`src/rtl/instr_prefetch_queue.sv`:
```
// Instruction prefetch queue: sequential reads ahead of the CPU, buffered with their PCs, flushed on redirect.
// Optional fetch/flush counters are enabled by defining PREFETCH_STATS_EN.
module instr_prefetch_queue #(
    parameter int unsigned DEPTH    = 4,
    parameter int unsigned ADDR_W   = 12,
    parameter int unsigned DATA_W   = 16,
    parameter logic [ADDR_W-1:0] RESET_PC = '0
) (
    input  logic              clk,
    input  logic              rst,
    output logic              mem_req,
    output logic [ADDR_W-1:0] mem_addr,
    input  logic [DATA_W-1:0] mem_data,
    input  logic              redirect_valid,
    input  logic [ADDR_W-1:0] redirect_addr,
    output logic              instr_valid,
    input  logic              instr_ready,
    output logic [DATA_W-1:0] instr_data,
`ifdef PREFETCH_STATS_EN
    output logic [15:0]       stat_fetches,
    output logic [15:0]       stat_flushes,
`endif
    output logic [ADDR_W-1:0] instr_pc
);

    localparam int unsigned PTR_W = $clog2(DEPTH);
    localparam int unsigned CNT_W = PTR_W + 1;
    localparam int unsigned SUM_W = CNT_W + 1;

    typedef struct packed {
        logic [DATA_W-1:0] data;
        logic [ADDR_W-1:0] pc;
    } entry_t;

    entry_t             fifo_q [DEPTH];
    logic [CNT_W-1:0]   count_q, count_d;
    logic [PTR_W-1:0]   wr_ptr_q, wr_ptr_d;
    logic [PTR_W-1:0]   rd_ptr_q, rd_ptr_d;
    logic [ADDR_W-1:0]  fetch_pc_q, fetch_pc_d;
    logic [ADDR_W-1:0]  req_pc_q, req_pc_d;
    logic               inflight_q, inflight_d;
    logic               issue, push, pop;
    entry_t             push_entry;

    // Credit check: buffered entries plus the outstanding read must leave room.
    assign issue = !rst && !redirect_valid &&
                   ((SUM_W'(count_q) + SUM_W'(inflight_q)) < SUM_W'(DEPTH));
    assign push  = inflight_q && !redirect_valid;
    assign pop   = instr_valid && instr_ready && !redirect_valid;

    assign mem_req     = issue;
    assign mem_addr    = fetch_pc_q;
    assign instr_valid = (count_q != '0);
    assign instr_data  = fifo_q[rd_ptr_q].data;
    assign instr_pc    = fifo_q[rd_ptr_q].pc;
    assign push_entry  = '{data: mem_data, pc: req_pc_q};

    always_comb begin
        count_d    = count_q;
        wr_ptr_d   = wr_ptr_q;
        rd_ptr_d   = rd_ptr_q;
        fetch_pc_d = fetch_pc_q;
        req_pc_d   = req_pc_q;
        inflight_d = issue;
        if (redirect_valid) begin
            count_d    = '0;
            wr_ptr_d   = '0;
            rd_ptr_d   = '0;
            fetch_pc_d = redirect_addr;
        end else begin
            if (issue) begin
                fetch_pc_d = fetch_pc_q + ADDR_W'(1);
                req_pc_d   = fetch_pc_q;
            end
            if (push) wr_ptr_d = wr_ptr_q + PTR_W'(1);
            if (pop)  rd_ptr_d = rd_ptr_q + PTR_W'(1);
            case ({push, pop})
                2'b10:   count_d = count_q + CNT_W'(1);
                2'b01:   count_d = count_q - CNT_W'(1);
                default: count_d = count_q;
            endcase
        end
    end

    always_ff @(posedge clk or posedge rst) begin
        if (rst) begin
            count_q    <= '0;
            wr_ptr_q   <= '0;
            rd_ptr_q   <= '0;
            fetch_pc_q <= RESET_PC;
            req_pc_q   <= RESET_PC;
            inflight_q <= 1'b0;
            for (int i = 0; i < int'(DEPTH); i++) fifo_q[i] <= '0;
        end else begin
            count_q    <= count_d;
            wr_ptr_q   <= wr_ptr_d;
            rd_ptr_q   <= rd_ptr_d;
            fetch_pc_q <= fetch_pc_d;
            req_pc_q   <= req_pc_d;
            inflight_q <= inflight_d;
            if (push) fifo_q[wr_ptr_q] <= push_entry;
        end
    end

`ifdef PREFETCH_STATS_EN
    logic [15:0] stat_fetches_q, stat_fetches_d;
    logic [15:0] stat_flushes_q, stat_flushes_d;

    // Saturating event counters.
    always_comb begin
        stat_fetches_d = stat_fetches_q;
        stat_flushes_d = stat_flushes_q;
        if (mem_req && stat_fetches_q != 16'hFFFF)        stat_fetches_d = stat_fetches_q + 16'd1;
        if (redirect_valid && stat_flushes_q != 16'hFFFF) stat_flushes_d = stat_flushes_q + 16'd1;
    end

    always_ff @(posedge clk or posedge rst) begin
        if (rst) begin
            stat_fetches_q <= '0;
            stat_flushes_q <= '0;
        end else begin
            stat_fetches_q <= stat_fetches_d;
            stat_flushes_q <= stat_flushes_d;
        end
    end

    assign stat_fetches = stat_fetches_q;
    assign stat_flushes = stat_flushes_q;
`endif

endmodule

```
`config.mk`:
```
export PLATFORM = sky130hd
export DESIGN_NAME = instr_prefetch_queue
export DESIGN_NICKNAME = d
export VERILOG_FILES = /design/src/rtl/instr_prefetch_queue.sv
export SDC_FILE = /design/constraint.sdc
export NUM_CORES = 1
export LEC_CHECK = 0
export ABC_AREA = 0
export CAP_MARGIN = 20
export CORE_UTILIZATION = 51
export CTS_CLUSTER_SIZE = 10
export DETAILED_ROUTE_END_ITERATION = 12
export MAX_ROUTING_LAYER = met4
export PLACE_DENSITY = 0.78
export SKIP_LAST_GASP = 1
export SLEW_MARGIN = 20
export SYNTH_ARGS = -nofsm -noshare
export SYNTH_HDL_FRONTEND = slang
export SYNTH_SLANG_ARGS = --single-unit
```
`constraint.sdc`:
```
create_clock -name clk -period 5.3 [get_ports clk]
set_clock_uncertainty 0.1 [all_clocks]
set_input_delay 1.59 -clock clk [delete_from_list [all_inputs] [get_ports clk]]
set_output_delay 1.59 -clock clk [all_outputs]
set_load 0.005 [all_outputs]
```
Word level (Yosys, flattened, before mapping)
Cells that the tools add are included.
W data, S select, Z words.
{ "word_totals": {"input_bits": 32, "register_bits": 144} }
{ "classes": {"order_cmp": 4, "n_addsub": 6, "reduce_logical": 14, "eq_ne": 2, "bitwise_logic": 3, "n_mux": 14} }
{ "ops": {"columns": ["cell", "count"], "rows": [
  ["$bwmux W112", 1],
  ["$mux W28", 3],
  ["$bmux W28 S2", 1],
  ["$demux W28 S2", 1],
  ["$mux W12", 2],
  ["$add A12 B1 Y12 const B", 1],
  ["$mux W2", 4],
  ["$ge A3 B3 Y1 const B", 2],
  ["$logic_and A1 B1 Y1", 6],
  ["$not A2 Y3", 2],
  ["$pmux W3 S2", 1],
  ["$reduce_bool A2 Y1", 3],
  ["$reduce_bool A3 Y1", 2],
  ["$add A2 B1 Y2 const B", 2],
  ["$add A3 B1 Y4", 1],
  ["$lt A4 B3 Y1 const B", 1],
  ["$add A3 B1 Y3 const B", 1],
  ["$lt A3 B1 Y1 const B", 1],
  ["$mux W3", 1],
  ["$sub A3 B1 Y3 const B", 1],
  ["$eq A2 B1 Y1 const B", 1],
  ["$eq A2 B2 Y1 const B", 1],
  ["$logic_not A1 Y1", 2],
  ["$reduce_and A2 Y1", 1],
  ["$not A1 Y1", 1]
]} }

Longest topological paths before layout
{ "depth": {"depth_word": 6, "ltp_mapped": 8, "ltp_nobuf": 7} }

Worst setup path after synthesis
OpenSTA, ideal clock, no wires.
{ "synth_timing": {"path_type": "in2out", "start": "in redirect_valid", "end": "out mem_req", "cell_stages": 4, "t_required_ps": 3610, "slack_ps": 1399, "t_arrival_ps": 2211, "cell_sequence": "nor3_2 > nand2_2 > inv_2 > buf_6"} }
{ "synth_via": {"elab_chain_cells": 3} }
{ "synth_rtl": {"columns": ["element", "line", "rtl"], "rows": [
  ["start: declaration", "14", "input logic redirect_valid,"],
  ["$logic_not A1 Y1", "46", "assign issue = !rst && !redirect_valid &&"],
  ["$logic_and A1 B1 Y1 (2 in a row)", "46", null],
  ["end: declaration", "11", "output logic mem_req,"]
]} }
No other way between the ends.

Worst setup path after layout
{ "layout_timing": {"start": "in rst", "end": "out mem_req"} }
{ "layout_via": {"elab_chain_cells": 3} }
{ "layout_rtl": {"columns": ["element", "line", "rtl"], "rows": [
  ["start: declaration", "10", "input logic rst,"],
  ["$logic_not A1 Y1 (no source line)", null, null],
  ["$logic_and A1 B1 Y1 (2 in a row)", "46", null]
]} }
No other way between the ends.

==> out/results.ini <==
[layout]
nets=541
area_growth_pct=21.82
fillers=948
layout-drive-gt1-share=0.3837
final_cell_mix=143 x dfrtp_1, 114 x mux2_2, 73 x clkdlybuf4s50_1
final_cell_count_no_fill=688
n_antenna_cell=0
postLayoutCoreUtil=0.6364
layout_commonest_cell=dfrtp_1

[route]
dr.pass1.iters=5
drc_errors=0
vias=3815
viasPerCell=5.545
routedWlPerCell_um=18.45
finalWirelength_mm=12.69
ant_nets=0
drt_iter0_markers=233

[cts]
cts_tree=built
insertion_delay_ps=410
cts_resized=0
hold_buffers=0
cts_root_buffer=clkbuf_16
cts_buffers=17
cts_buffer_depth=2
postCtsSetupBuffers=0
htree_levels=4
clk_pin_slew_ps=60
clock-sinks=144

[power_and_ir_drop]
power.switching_mw=1.053
p_per_area_nw_per_um2=500.0
total_power_mw=4.000
cell_internal_pwr_mw=2.946
combPwrFrac=0.287
seq_power_share=0.416
power_leakage_nw=3.559
p_sw_frac=0.2633
pwr-share-clk=0.296
peakVddDrop_mv=0.2301

[global_routing]
grtUsageMet3=0.06695
grt_max_degree=145
antenna_found_initial=0
grtUsageTotal=0.2235
grt_use_met2=0.3457
grtUsageMet1=0.2894
grt_overflow_total=0
grt_first_pass_wirelength_mm=21.45
grt_pass1_vias=4186
grt_busiest_layer=met2

[placement]
routabilityCongestion=0.8518
dp_hpwl_mm=7.911
place_inst=656
io_buffers=73

[sta]
worstMarginPinSlew_ps=766.1
hold_violations=0
holdWs_ps=399.8
slew_violations=0
setup_viol=0
fin_crit_sh=0.8780
max_freq_mhz=214.9
relSlewSlack=0.4893
setup_tns_ps=0
fin_crit_ps=4654
grt_setup_unrepaired=no

[yosys]
synthMuxAreaShare=0.3144
synth-seq-cells=144
synth_cells=425
yosys.cell_types.count=48
synth_top_family_by_area=multiplexers
yosys_warnings=0
netlist_area_um2=6566
synth_compound_area_frac=0.02687
ys_seq_area_frac=0.5488
synth-adder-area-share=0.01258
synth_xor_area_frac=0.008003
synth_area_per_cell_um2=15.45
synth_fp_nets=463
synth-simple-area-share=0.05831

[worst_setup_path]
path_class=input port to primary output
cp.arrival_ps=2960
critPathCaptureType=primary output
critPathMaxFanout=3
required_ps=3610
startpoint_type=input port

[floorplan]
ios=74
rows=41
core-area_um2=12570
die-height_um=115.5
die_w_um=115.5
dieArea_um2=13330
start_util=0.5224

[flow_run]
maxCapViolations=0

[status]
status=finished, final reports clean

[min_path]
hp-class=flip-flop to flip-flop

[registers in the layout, indices dropped and copies added, names as in the netlist]
name,cells
inflight_q,1
req_pc_q,12
count_q,3
wr_ptr_q,2
fifo_q,112
mem_addr,12
rd_ptr_q,2
[power by group through the flow]
stage          logic, mW  clock network, mW  registers, mW
2_1_floorplan      0.734                  0           1.58
3_3_place_gp        1.13                  0           1.65
3_5_place_dp        1.16                  0           1.68
4_1_cts             1.17               1.21           1.66
5_1_grt             1.25               1.27           1.72
6_report            1.15               1.18           1.67
[synthesized netlist by cell type, drive strengths merged]
cell type	count	area [µm²]
dfrtp	144	3603
nand3	8	50.05
or3	1	6.260
a21boi	1	7.510
o311ai	1	8.760
and3	1	6.260
and2b	1	8.760
nand2	22	150.2
nand4	2	12.51
mux2i	6	60.06
a21o	1	7.510
or4	1	7.510
mux4	28	630.6
nor3	5	30.03
a32oi	2	17.52
mux2	120	1374
nor4	3	25.02
or2	2	12.52
o31a	1	8.760
a21oi	2	10.01
nor2	12	45.04
inv	8	30.03
a22oi	2	15.01
nand3b	2	15.01
o31ai	1	7.510
nor3b	1	7.510
o21ai	5	25.02
and2	1	6.260
fa	1	20.02
xor2	2	17.52
a31oi	3	18.77
a221o	4	40.04
clkbuf	4	15.01
xnor2	4	35.03
a311o	1	10.01
ha	5	62.56
buf	17	158.9
[final timing paths]
path                       startpoint    endpoint  slack (ps)  depth (start not counted)
max in group asynchronous         rst  fifo_q[23]        2810                          3
max reg2reg                count_q[0]  count_q[2]        2970                          7
max                               rst     mem_req         650                          5
min                        fifo_q[34]  fifo_q[34]         400                          1
min reg2reg                fifo_q[34]  fifo_q[34]         400                          1
min in group asynchronous         rst  count_q[2]        1700                          3
[layout make-up]
cell class              count  area [µm²]  share of cell area
repair buffers             80       795.8             0.09948
multi-input cells         252        2759              0.3449
flip-flops and latches    144        3605              0.4506
clock inverters            11       140.1             0.01752
well taps                 172       215.2             0.02690
clock buffers              21       450.4             0.05631
inverters                   8       33.78            0.004223
[metrics by stage]
step                      instance area, µm²  setup slack (ps)
final                                   7999             646.4
after global routing                    7999             582.4
after CTS                               7999             642.2
after detailed placement                7408             647.4
after global placement                  7408             683.4
after floorplan                         6570              1399
[cells by family (layout without fill, tap and decap cells)]
group                    count (synthesis)  after routing
adder cells (fa/ha/maj)                  6              6
flip-flops                             144            144
XOR/XNOR                                 6              6
AO/OA/AOI/OAI                           24             24
multiplexers                           154            154
AND/OR/NAND/NOR                         62             62
buffers and inverters                   29            120
[critical path, cell delays in order]
cell and delay, ps:
clkdlybuf4s50_1 490, nor3_2 240, nand2_2 100, inv_2 60
clkdlybuf4s50_1 490
[per-layer routing]
| layer | share of wire | vias to the layer above |
|---|---|---|
| met5 | 0 | - |
| met4 | 0.0073 | 0 |
| met3 | 0.045 | 11 |
| met2 | 0.50 | 98 |
| met1 | 0.45 | 1983 |
| li1 | - | 1723 |
Note: power is estimated with default switching activity, not from simulation.
==> RTL change, RTL diff (config.mk and constraints unchanged) <==
The option `PREFETCH_STATS_EN` is turned on by a define.
--- a/src/rtl/instr_prefetch_queue.sv
+++ b/src/rtl/instr_prefetch_queue.sv
@@ -2,2 +2,4 @@
 // Optional fetch/flush counters are enabled by defining PREFETCH_STATS_EN.
+`define PREFETCH_STATS_EN
+
 module instr_prefetch_queue #(
Formal check against the unedited RTL (old outputs only; new: stat_fetches and stat_flushes): same outputs for any inputs over 4 cycles, from zero or initial values and one cycle with rst high; that may be too few to reach the edited logic, so the function may still have changed.
==> RTL change against the unedited design <==
- area after synthesis grew 23%
- routed wire length grew 32%
- final area grew 24%
- register-to-register slack lost 0.07 ns
- synthesized cell count grew 38%
- power grew 13%
- worst hold slack lost 0.0093 ns
- sequential cell count grew 32
- die area grew 22%
- final cell count grew 33%
- non-clock buffer count grew 33
- setup slack lost 0.089 ns
- critical path depth is the same
==> RTL change: results (changes against the unedited design) <==
- Status: finished, final reports clean
- Peak VDD IR: 0.299 mV (+30%)
- Worst-Margin Slew: 0.954 ns (+0.188 ns)
- Synth area leaders: dfrtp_1 (55%), mux2_2 (15%), mux4_2 (7.8%)
- Nets: 731 (+35%)
- RD Place Congestion: 0.875 (+2.7%)
- Via count: 5271 (+38%)
- Min Tclk post-route: 4.74 ns (+0.0886 ns)
- Syn nets: 625 (+35%)
- First-pass GRT wire length: 28.0 mm (+30%)
- ClkCell Share: 5.99% (-1.4 points)
- Most frequent cells after synthesis: dfrtp_1 (176), mux2_2 (108), nand2_1 (51)
- Multi-input gates: 372 (+48%)
- Post-DP HPWL: 11.0 mm (+39%)
- Leakage power total: 4.38 nW (+23%)
- Buffering overhead: 11.5% (+1.5 points)
- Layout cells sized above 1: 27.8% (-11 points)
- Number of H-tree levels: 4 (unchanged)
- Pre-CTS setup slack: 0.567 ns (-0.0809 ns)
- First DRT Iteration DRCs: 296 (+27%)
- Number of non-clock inverters: 11 (+3)
- Clkbuf count: 22 (+4.8%)
- CP arrival: 3.05 ns (+0.09 ns)
- Fillers: 1106 (+17%)
- IO Port Bufs: 105 (+44%)
- Num CTS Buffers: 17 (unchanged)
- FF+latch count, synth: 176 (+22%)
- Sequential fraction of the synthesis area: 54.6% (-0.26 points)
- R2R Setup Slk: 2.90 ns (-0.07 ns)
- Seq. cell area: 4410 µm² (+22%)
- Number of global-route vias before repair: 5529 (+32%)
- Tot GR Track Use: 22.9% (+0.58 points)
- Crit-path max FO: 4 (+1)
- Signal buffers: 113 (+41%)
- Post-synth cell types: 55 (+15%)
- Max clock buf depth: 2 (unchanged)
- Max reg flops: 112 (unchanged)
- Multi-input gate area: 3460 µm² (+26%)
- Post-DR wirelength/cell: 18.3 µm (-0.59%)
- Largest net degree at the start of global routing: 72 (-50%)
- 1st-pass router iterations: 4 (-1)
-- RTL change: cell types whose count changed after synthesis, sizes merged, moves of 6 or more --
cell    delta
nand4     +14
xnor2     +17
dfrtp     +32
and3       +9
mux2       -6
nand3      +7
o311ai     +8
xor2       +8
nand2     +34
o211ai     +8
-- RTL change: path summary, 6_finish.rpt --
kind / from / to / depth (start not counted)
max reg2reg: inflight_q / fifo_q[74] / 3
min reg2reg: fifo_q[109] / fifo_q[109] / 1
min in group asynchronous: rst / stat_fetches[14] / 2
min: fifo_q[109] / fifo_q[109] / 1
max in group asynchronous: rst / mem_addr[11] / 3
max: rst / mem_req / 5
-- RTL change: cells by family after synthesis --
family,after synthesis,synth area share (%)
compound gates,48,4.64
xor+xnor,31,3.37
fa+ha+maj,8,1.33
buf+inv,37,2.44
flops,176,54.6
mux,144,24.0
simple gates,141,9.62
-- RTL change: report_power, final --
| part | leakage (nW) | switching (mW) | internal [mW] |
|---|---|---|---|
| sequential | 2.29 | 0.305 | 1.70 |
| combinational | 1.80 | 0.433 | 0.826 |
| clock | 0.292 | 0.502 | 0.741 |
-- RTL change: per-layer routing --
metal	global-route usage, %	vias to the layer above	wire, µm
met5	-	-	0
met4	8.03	0	278
met3	4.80	20	867
met2	36.8	176	8400
met1	29.0	2698	7240
li1	-	2377	-
-- RTL change: metrics by stage --
step                hold slack [ns]  cells  utilization (%)
detailed placement            0.380    883             60.8
global placement              0.369    883             60.8
finish                        0.390    915             64.7
CTS                           0.394    915             64.7
floorplan                     0.359    585                -
global route                  0.410    915             64.7
-- RTL change: worst max-delay path, stage by stage --
cell and delay [ns]:
clkdlybuf4s50_1 0.53, nor3_4 0.23, nand2_2 0.09, clkinv_1 0.08, clkdlybuf4s50_1 0.53
